**src/rtl/coin_start_seq.sv**
```systemverilog
`default_nettype none
// ============================================================================
// Module   : coin_start_seq
// Purpose  : Registers player controls and converts debounced start presses
//            into coin / gap / start / cooldown pulse sequences for the core.
//            Define COIN_START_CREDIT_CNT_EN to add the saturating credits port.
// Revision : 1.0 - initial release
// ============================================================================
module coin_start_seq #(
    parameter int DEB_CYC   = 65536,
    parameter int COIN_CYC  = 1200000,
    parameter int GAP_CYC   = 2400000,
    parameter int START_CYC = 1200000
) (
    input  logic        clk_sys,
    input  logic        reset_n,
    input  logic        hold,
    input  logic        cocktail,
    input  logic [15:0] joy0,
    input  logic [15:0] joy1,
    output logic [3:0]  p1_dir,
    output logic        p1_fire,
    output logic [3:0]  p2_dir,
    output logic        p2_fire,
    output logic        coin,
    output logic        start1,
    output logic        start2,
`ifdef COIN_START_CREDIT_CNT_EN
    output logic [7:0]  credits,
`endif
    output logic        busy
);

    localparam int c_MAX_CYC = (COIN_CYC > GAP_CYC) ?
                               ((COIN_CYC > START_CYC) ? COIN_CYC : START_CYC) :
                               ((GAP_CYC > START_CYC) ? GAP_CYC : START_CYC);
    localparam int c_CNT_W   = (c_MAX_CYC > 1) ? $clog2(c_MAX_CYC) : 1;
    localparam int c_DEB_W   = (DEB_CYC > 1) ? $clog2(DEB_CYC) : 1;

    localparam logic [c_CNT_W-1:0] c_COIN_LAST  = c_CNT_W'(COIN_CYC - 1);
    localparam logic [c_CNT_W-1:0] c_GAP_LAST   = c_CNT_W'(GAP_CYC - 1);
    localparam logic [c_CNT_W-1:0] c_START_LAST = c_CNT_W'(START_CYC - 1);
    localparam logic [c_DEB_W-1:0] c_DEB_LAST   = c_DEB_W'(DEB_CYC - 1);

    typedef enum logic [2:0] {
        S_IDLE  = 3'd0,
        S_COIN  = 3'd1,
        S_GAP1  = 3'd2,
        S_START = 3'd3,
        S_COOL  = 3'd4
    } state_t;

    logic [15:0] w_joy_any;
    logic [15:0] w_joy_p2;
    logic        w_unused;

    assign w_joy_any = joy0 | joy1;
    assign w_joy_p2  = cocktail ? joy1 : w_joy_any;
    assign w_unused  = ^{joy0[15:7], joy1[15:7]};

    always_ff @(posedge clk_sys or negedge reset_n) begin
        if (!reset_n) begin
            p1_dir  <= '0;
            p1_fire <= 1'b0;
            p2_dir  <= '0;
            p2_fire <= 1'b0;
        end else if (hold) begin
            p1_dir  <= '0;
            p1_fire <= 1'b0;
            p2_dir  <= '0;
            p2_fire <= 1'b0;
        end else begin
            p1_dir  <= w_joy_any[3:0];
            p1_fire <= w_joy_any[4];
            p2_dir  <= w_joy_p2[3:0];
            p2_fire <= w_joy_p2[4];
        end
    end

    logic [1:0] w_raw;
    logic [1:0] w_deb_nxt;
    logic [1:0] r_deb;
    logic [1:0] r_deb_q;
    logic [1:0] w_rise;
    logic       w_req;

    assign w_raw = w_joy_any[6:5];

    for (genvar i = 0; i < 2; i++) begin : g_deb
        logic [c_DEB_W-1:0] r_cnt;
        logic               w_diff;
        logic               w_done;

        assign w_diff       = w_raw[i] ^ r_deb[i];
        assign w_done       = w_diff && (r_cnt == c_DEB_LAST);
        assign w_deb_nxt[i] = w_done ? w_raw[i] : r_deb[i];

        always_ff @(posedge clk_sys or negedge reset_n) begin
            if (!reset_n) begin
                r_cnt <= '0;
            end else if (!w_diff || w_done) begin
                r_cnt <= '0;
            end else begin
                r_cnt <= r_cnt + 1'b1;
            end
        end
    end

    // Edges that appear while hold is high are absorbed into r_deb_q so they
    // can never surface as a request once hold drops.
    always_ff @(posedge clk_sys or negedge reset_n) begin
        if (!reset_n) begin
            r_deb   <= '0;
            r_deb_q <= '0;
        end else begin
            r_deb   <= w_deb_nxt;
            r_deb_q <= hold ? w_deb_nxt : r_deb;
        end
    end

    assign w_rise = r_deb & ~r_deb_q;
    assign w_req  = !hold && (w_rise != 2'b00);

    state_t             r_state;
    state_t             w_state_nxt;
    logic [c_CNT_W-1:0] r_cnt;
    logic [c_CNT_W-1:0] w_cnt_nxt;
    logic               r_p2;
    logic               w_p2_nxt;

    always_comb begin
        w_state_nxt = r_state;
        w_cnt_nxt   = r_cnt + 1'b1;
        w_p2_nxt    = r_p2;
        case (r_state)
            S_IDLE: begin
                w_cnt_nxt = '0;
                if (w_req) begin
                    w_state_nxt = S_COIN;
                    w_p2_nxt    = w_rise[1];
                end
            end
            S_COIN: begin
                if (r_cnt == c_COIN_LAST) begin
                    w_state_nxt = S_GAP1;
                    w_cnt_nxt   = '0;
                end
            end
            S_GAP1: begin
                if (r_cnt == c_GAP_LAST) begin
                    w_state_nxt = S_START;
                    w_cnt_nxt   = '0;
                end
            end
            S_START: begin
                if (r_cnt == c_START_LAST) begin
                    w_state_nxt = S_COOL;
                    w_cnt_nxt   = '0;
                end
            end
            S_COOL: begin
                if (r_cnt == c_GAP_LAST) begin
                    w_state_nxt = S_IDLE;
                    w_cnt_nxt   = '0;
                end
            end
            default: begin
                w_state_nxt = S_IDLE;
                w_cnt_nxt   = '0;
            end
        endcase
        if (hold) begin
            w_state_nxt = S_IDLE;
            w_cnt_nxt   = '0;
        end
    end

    // Pulse outputs are decoded from the next state so they line up exactly
    // with the state they belong to.
    always_ff @(posedge clk_sys or negedge reset_n) begin
        if (!reset_n) begin
            r_state <= S_IDLE;
            r_cnt   <= '0;
            r_p2    <= 1'b0;
            coin    <= 1'b0;
            start1  <= 1'b0;
            start2  <= 1'b0;
            busy    <= 1'b0;
        end else begin
            r_state <= w_state_nxt;
            r_cnt   <= w_cnt_nxt;
            r_p2    <= w_p2_nxt;
            coin    <= (w_state_nxt == S_COIN);
            start1  <= (w_state_nxt == S_START) && !w_p2_nxt;
            start2  <= (w_state_nxt == S_START) && w_p2_nxt;
            busy    <= (w_state_nxt != S_IDLE);
        end
    end

`ifdef COIN_START_CREDIT_CNT_EN
    logic [7:0] r_credits;
    logic       w_credit_inc;

    assign w_credit_inc = (r_state == S_COIN) && (r_cnt == c_COIN_LAST) && !hold;

    always_ff @(posedge clk_sys or negedge reset_n) begin
        if (!reset_n) begin
            r_credits <= '0;
        end else if (w_credit_inc && (r_credits != 8'hFF)) begin
            r_credits <= r_credits + 8'd1;
        end
    end

    assign credits = r_credits;
`endif

endmodule
`default_nettype wire

```
**config.mk**
```make
export PLATFORM = sky130hd
export DESIGN_NAME = coin_start_seq
export DESIGN_NICKNAME = d
export VERILOG_FILES = /design/src/rtl/coin_start_seq.sv
export SDC_FILE = /design/constraint.sdc
export NUM_CORES = 1
export LEC_CHECK = 0
export ABC_CLOCK_PERIOD_IN_PS = 2500
export CELL_PAD_IN_SITES_DETAIL_PLACEMENT = 2
export CELL_PAD_IN_SITES_GLOBAL_PLACEMENT = 2
export CORE_UTILIZATION = 35
export CTS_CLUSTER_SIZE = 12
export DETAILED_ROUTE_END_ITERATION = 7
export PLACE_DENSITY = 0.87
export SLEW_MARGIN = 20
export SYNTH_ARGS = -nofsm -noshare
export SYNTH_HDL_FRONTEND = slang
export SYNTH_SLANG_ARGS = --single-unit
```
**constraint.sdc**
```tcl
create_clock -name clk_sys -period 2.5 [get_ports clk_sys]
set_clock_uncertainty 0.1 [all_clocks]
set_input_delay 0.75 -clock clk_sys [delete_from_list [all_inputs] [get_ports clk_sys]]
set_output_delay 0.75 -clock clk_sys [all_outputs]
set_load 0.02 [all_outputs]
```
==> summary.txt, run 1 <==
Detailed routing
  – DRT Pass-1 Iters: 4
  – Drt via density: around 5.3
  – Detailed Route WL: 10200 um
  – Post-route ant nets: 0
  – DR vias: 2826
  – DR iter-0 viols: a little over 90
  – Drc violations: 0
  – Routed len/inst: between 15 and 20 um

Run status
  – Outcome: completed

Placement
  – Final Wtd Congestion: between 0.7 and 0.8
  – Post-DP HPWL: approximately 7000 um
  – # port buffers: 31
  – Placed Cells incl. Taps: 516

Power
  – Clock share of power: approximately 35%
  – Sequential power share: ~55%
  – Switching Share: between 20% and 30%
  – Peak VDD IR: between 300 and 400 uV
  – Combinational power share: between 10 and 15%
  – Power density cells: approximately 550 nW/um2
  – Psw: between 600 and 700 uW
  – P_int: around 1.7 mW
  – Static leakage: between 1.5 and 2 nW

CTS
  – Htree depth: 3
  – Clock Sinks: 76
  – Root buf cell: clkbuf_8
  – Cts bufs inserted: 9
  – Clk buf depth: 2
  – Worst skew pair latency: around 0.34 ns
  – TritonCTS clock tree: built
  – CTS Hold Buffers Added: 0
  – Clk slew on worst S/H paths: roughly 0.08 ns

Critical path
  – Crit path cell chain: ha_1, nand3_1, or2_1, o41a_1, a221o_1, nor4b_2
  – Worst R2R Setup Slack: about 0.11 ns
  – Reg2reg path depth: 6
  – Worst Path Max Fanout: 6
  – Slowest-stage cell, CP: dfrtp_2
  – Crit path kind: flip-flop to flip-flop
  – Crit path from: r_cnt[0]$_DFF_PN0_
  – CP Depth: 6
  – Reg2reg end: start2$_DFF_PN0_
  – Reg2reg start: r_cnt[0]$_DFF_PN0_
  – Data arrival, critical path: between 2 and 3 ns
  – Worst setup path end: start2$_DFF_PN0_
  – Worst path required time: 2.64 ns
  – Startpoint Class: flip-flop
  – Number of buffers and inverters on the critical path: 0
  – Critical Path End Type: flip-flop
  – Crit-path max cell delay: around 0.44 ns
  – Crit-path leading delay family: compound AO/OA/AOI/OAI gates

Synthesis
  – Seq cells post-synth: 76
  – Cell Area, Synth: 3610 um2
  – Cell count after synthesis: about 350
  – Synth area leaders: dfrtp_1 (53%), xor2_1 (7.0%), nor2_1 (5.0%)
  – Netlist cell types: 40
  – Async S/R FF share, synth: 100%
  – Top post-synthesis cells by count: dfrtp_1 (76), nor2_1 (48), xor2_1 (29)
  – Synth Flop Type: dfrtp_1
  – Syn Area/Cell: 10.3 um2
  – Post-Syn Nets: between 300 and 400
  – Area share of the largest cell type after synthesis: 52.6%
  – Cell taking the most area after synthesis: dfrtp_1
  – Register area share after synthesis: between 50% and 60%
  – Synth warn: 0
  – Post-synth EDFFs: 0
  – Top-count cell post-synth: dfrtp_1

Layout
  – Fill count: roughly 1100
  – Share of cells above drive strength 1: between 10% and 20%
  – Post-Layout Cell Count: 534
  – Fin nets: approximately 440
  – Core Util, Final: roughly 44%
  – Area delta synth->final: 20.3%
  – Ant diodes: 0

STA
  – Fin crit share: 95.7%
  – Worst-margin pin slew: 0.618 ns
  – Final Max Tran Viols: 0
  – Setup-failing EPs final: 0
  – Slew HR: roughly 60%
  – Fin. Hold Viols: 0
  – FMAX: 418 MHz
  – Tmin final: 2.39 ns

Floorplanning
  – Die Y: between 100 and 150 um
  – # IOs: 50
  – Die ar.: approximately 11000 um2
  – Die X: slightly above 100 um
  – Initial Util: a little over a third
  – Core box area: slightly below 10000 um2
  – Rows: 36

GRT
  – Vias in the first global route: roughly 3300
  – Grt ovf: 0
  – Initial antenna violation count: 0
  – Overall Global Routing Usage: between 20% and 30%
  – First-pass GRT wire length: between 15000 and 20000 um
  – Largest net degree at the start of global routing: between 50 and 60

Flow run
  – Number of max-cap violations: 0

Min path
  – Hold crit path type: input port to async pin
-- worst reg2reg max path: cells and delay by family (launching register included) --
kind                       cells  cell delay, ns
and+or+nand+nor                3            0.76
adders and majority gates      1            0.20
AOI/OAI and AO/OA              2            0.80
DFF                            1            0.44
-- layout by cell type (no fill, tap or decap), drive strengths merged, types with 4 or more instances in the layout --
cell type	count
nand3	17
nor2	48
clkdlybuf4s50	30
a31oi	10
inv	10
nand2	16
xor2	29
and3	11
a21oi	4
nor4	4
buf	17
or2	4
xnor2	20
clkbuf	10
nand4	17
nor3	11
mux2	4
and4	8
and2	13
dfrtp	76
nor2b	10
-- metrics by stage --
stage	setup slack (ns)	power (mW)	hold slack [ns]	cell area (um2)	TNS (ns)
finish	0.108	2.38	0.200	4350	0
global route	-0.00266	2.48	0.206	4350	-0.00266
CTS	0.0277	2.41	0.205	4330	0
detailed placement	-0.106	1.59	0.358	4160	-0.177
global placement	0.0586	1.56	0.338	4160	0
floorplan	0.371	1.44	0.324	3610	0
-- final cells by class --
cell class	instances	area, um2	share of cell area [%]
flip-flops and latches	76	1900	43.8
well taps	133	166	3.83
repair buffers	47	453	10.4
multi-input cells	252	1620	37.2
clock inverters	6	41.3	0.950
clock buffers	10	128	2.94
inverters	10	37.5	0.864
-- logic make-up after synthesis --
family          Yosys count  share of synthesized area (%)
buf+inv                  23                           2.67
compound gates           28                           5.40
fa+ha+maj                 3                           1.04
simple gates            168                           25.1
xor+xnor                 49                           11.9
mux                       4                           1.25
flops                    76                           52.6
-- metal layers --
metal  GRT usage [%]  up-vias  routed length (um)
met5               0        -                   0
met4            7.76        0                 207
met3            3.78       19                 166
met2            38.9       39                5720
met1            22.6     1460                4140
li1                -     1308                   -
-- power by group through the flow --
stage | Combinational, mW | Clock [mW] | Sequential, mW
after floorplan | 0.101 | 0 | 1.34
after global placement | 0.234 | 0 | 1.33
after detailed placement | 0.248 | 0 | 1.34
after CTS | 0.251 | 0.850 | 1.31
after global routing | 0.270 | 0.893 | 1.32
final | 0.244 | 0.819 | 1.31
-- how the worst min path moves through the flow --
stage	slack, ns	depth (start not counted)	end	startpoint
floorplan	0.32	1	g_deb[0].r_cnt[0]$_DFF_PN0_	g_deb[0].r_cnt[0]$_DFF_PN0_
global placement	0.34	1	g_deb[0].r_cnt[0]$_DFF_PN0_	g_deb[0].r_cnt[0]$_DFF_PN0_
detailed placement	0.36	1	g_deb[0].r_cnt[0]$_DFF_PN0_	g_deb[0].r_cnt[0]$_DFF_PN0_
CTS	0.20	1	r_cnt[17]$_DFF_PN0_	reset_n
global route	0.21	1	r_cnt[16]$_DFF_PN0_	reset_n
finish	0.20	1	r_cnt[16]$_DFF_PN0_	reset_n
-- repair_timing --
action	in CTS	in global routing
setup endpoints to repair	0	1
setup buffers	0	2
gates resized for setup	0	2
hold endpoints to repair	0	0
-- registers in the layout, summed over array words and instances (netlist names) --
register and flops:
g_deb.r_cnt 32, p1_fire 1, r_p2 1, start2 1, r_deb 2, p2_fire 1
r_state 3, coin 1, start1 1, r_deb_q 2, p2_dir 4, r_cnt 22
busy 1, p1_dir 4
(Power assumes the default switching activity.)
==> inputs of run 2 (changes only) <==
==> constraint.sdc (replaced) <==
create_clock -name clk_sys -period 2.5 [get_ports clk_sys]
set_clock_uncertainty 0.1 [all_clocks]
set_input_delay 0.75 -clock clk_sys [delete_from_list [all_inputs] [get_ports clk_sys]]
set_output_delay 0.75 -clock clk_sys [all_outputs]
set_load 0.01 [all_outputs]
==> results of run 2 <==
The final DEF is identical to that of run 1. Status: completed.
Main changes from that run: total power 2.38 mW -> 2.37 mW
==> inputs of run 3 (changes only) <==
--- a/config.mk
+++ b/config.mk
@@ -11,6 +11,7 @@
 export CORE_UTILIZATION = 35
 export CTS_CLUSTER_SIZE = 12
 export DETAILED_ROUTE_END_ITERATION = 7
+export MAX_ROUTING_LAYER = met4
 export PLACE_DENSITY = 0.87
 export SLEW_MARGIN = 20
 export SYNTH_ARGS = -nofsm -noshare
==> run 3 against run 2 <==
Compared with the run above: clock power barely moved; worst setup slack got worse by 0.034 ns; register-to-register slack got worse by 0.03 ns; critical endpoint unchanged; highest routed layer unchanged.
==> summary.txt, run 3 (same netlist as run 1, synthesis figures left out) <==
STA
  – Worst-margin pin slew: 0.601 ns (-0.0169 ns)
  – FMAX: 412 MHz (-1.4%)
  – Fin crit share: 97.0% (+1.4 points)
  – Tmin final: 2.43 ns (+0.0345 ns)
  – Slew HR: 59.6% (+1.1 points)
  – Fin Setup TNS: 0 ns (unchanged)
  – Setup-failing EPs final: 0 (unchanged)
  – Final Max Tran Viols: 0 (unchanged)
  – Fin. Hold Viols: 0 (unchanged)

Floorplanning
  – Rows: 36 (unchanged)
  – Die ar.: 10700 um2 (unchanged)
  – Die Y: 104 um (unchanged)
  – Core box area: 9910 um2 (unchanged)
  – Initial Util: 36.5% (unchanged)
  – # IOs: 50 (unchanged)
  – Die X: 104 um (unchanged)

Power
  – Final Power: roughly 2.4 mW
  – Static leakage: 1.89 nW (+0.54%)
  – Peak VDD IR: around 330 uV
  – Power density cells: about 540 nW/um2

GRT
  – Met1 usage: 22.6% (unchanged)
  – Grt ovf: 0 (unchanged)
  – Global-route met2 utilization: 39.1% (+0.19 points)
  – First-pass GRT wire length: 17400 um (unchanged)
  – Met3 Usage GRT: 3.71% (-0.063 points)
  – Overall Global Routing Usage: 21.2% (+0.65 points)
  – Largest net degree at the start of global routing: 54 (unchanged)
  – Top Usage Layer GRT: met2
  – Initial antenna violation count: 0 (unchanged)
  – Vias in the first global route: 3347 (-0.060%)

Critical path
  – Critical Path End Type: flip-flop
  – Startpoint Class: flip-flop
  – Crit path kind: flip-flop to flip-flop
  – Data arrival, critical path: 2.56 ns (+0.03 ns)
  – Worst path required time: 2.64 ns (about the same)
  – Worst Path Max Fanout: 6 (unchanged)

Detailed routing
  – DR vias: 2825 (-0.035%)
  – DR iter-0 viols: 65 (-29%)
  – Drt via density: 5.27 (-0.41%)
  – DRT Pass-1 Iters: 4 (unchanged)
  – Detailed Route WL: 10300 um (+0.80%)
  – Routed len/inst: 19.3 um (+0.42%)
  – Drc violations: 0 (unchanged)
  – Post-route ant nets: 0 (unchanged)

Layout
  – Most frequent cells in the layout: dfrtp_1 (74), nor2_1 (48), clkdlybuf4s50_1 (30), xor2_1 (29), xnor2_1 (20)
  – Top flop regs: g_deb.r_cnt: 32 flops, r_cnt: 22 flops
  – Ant diodes: 0 (unchanged)
  – Final instance area: 4360 um2 (+0.40%)
  – Post-Layout Cell Count: 536 (+0.37%)
  – Commonest non-fill, non-tap cell in the layout: dfrtp_1
  – Share of cells above drive strength 1: 12.2% (+0.69 points)
  – Fin nets: 437 (+0.46%)
  – Area delta synth->final: 20.7%
  – Largest Register: g_deb.r_cnt
  – Max FFs per register: 32 (unchanged)

Placement
  – Placed cell areas: 4160 um2 (unchanged)
  – # port buffers: 31 (unchanged)
  – Final Wtd Congestion: 0.794 (+1.4%)
  – Placed Cells incl. Taps: 516 (unchanged)
  – Post-DP HPWL: 7050 um (unchanged)

CTS
  – Root buf cell: clkbuf_8
  – Cts bufs inserted: 9 (unchanged)
  – Clk buf depth: 2 (unchanged)
  – Clk slew on worst S/H paths: 0.08 ns (about the same)
  – Htree depth: 3 (unchanged)
  – Clock Sinks: 76 (unchanged)
  – Worst skew pair latency: 0.35 ns (about the same)
  – TritonCTS clock tree: built

Run status
  – Outcome: completed

Min path
  – Hold crit path type: input port to async pin

Flow run
  – Number of max-cap violations: 0 (unchanged)
## run 3: metal layers
| layer | vias to the layer above | wire length (um) |
|---|---|---|
| li1 | 1309 | - |
| met3 | 23 | 211 |
| met2 | 38 | 5690 |
| met4 | 0 | 209 |
| met1 | 1455 | 4210 |
| met5 | - | 0 |
## run 3: cell type report
class | instances | area [um2]
tap | 133 | 166
inverter | 10 | 37.5
timing repair buffer | 49 | 468
fill | 1079 | 5550
sequential | 76 | 1900
clock inverter | 6 | 41.3
clock buffer | 10 | 128
multi-input combinational | 252 | 1620
## run 3: final timing paths
path | from | depth (start not counted) | slack [ns] | end
max in group asynchronous | reset_n | 2 | 1.50 | r_cnt[1]$_DFF_PN0_
setup reg to reg | r_cnt[0]$_DFF_PN0_ | 6 | 0.07 | start2$_DFF_PN0_
setup / recovery | r_cnt[0]$_DFF_PN0_ | 6 | 0.07 | start2$_DFF_PN0_
min in group clk_sys | g_deb[0].r_cnt[0]$_DFF_PN0_ | 1 | 0.36 | g_deb[0].r_cnt[0]$_DFF_PN0_
hold reg to reg | g_deb[0].r_cnt[0]$_DFF_PN0_ | 1 | 0.36 | g_deb[0].r_cnt[0]$_DFF_PN0_
hold / removal | reset_n | 1 | 0.21 | r_cnt[16]$_DFF_PN0_
## run 3: per-stage QoR
step	hold WS, ns	setup WS [ns]	util [%]
2_1_floorplan	0.324	0.371	-
3_3_place_gp	0.338	0.0586	42.0
3_5_place_dp	0.358	-0.106	42.0
4_1_cts	0.205	0.0277	43.7
5_1_grt	0.206	-0.0146	44.0
6_report	0.205	0.0738	44.0
## run 3: where the power goes
| part | internal (mW) | switching, mW | total (mW) | leakage [nW] |
|---|---|---|---|---|
| sequential | 1.28 | 0.0378 | 1.31 | 1.03 |
| clock | 0.358 | 0.463 | 0.822 | 0.0783 |
| combinational | 0.112 | 0.126 | 0.237 | 0.784 |
## run 3: repair_timing
| action | in CTS | in global routing |
|---|---|---|
| setup buffers | 0 | 4 |
| endpoints found under the setup margin | 0 | 1 |
| gates resized for setup | 0 | 3 |
| hold buffers | 0 | 0 |
## run 3: worst max-delay path: stages (launching register included)
cell	delay (ns)
dfrtp_2	0.44
ha_1	0.20
nand3_1	0.15
or2_4	0.30
o41a_1	0.38
a221o_1	0.41
nor4b_2	0.34
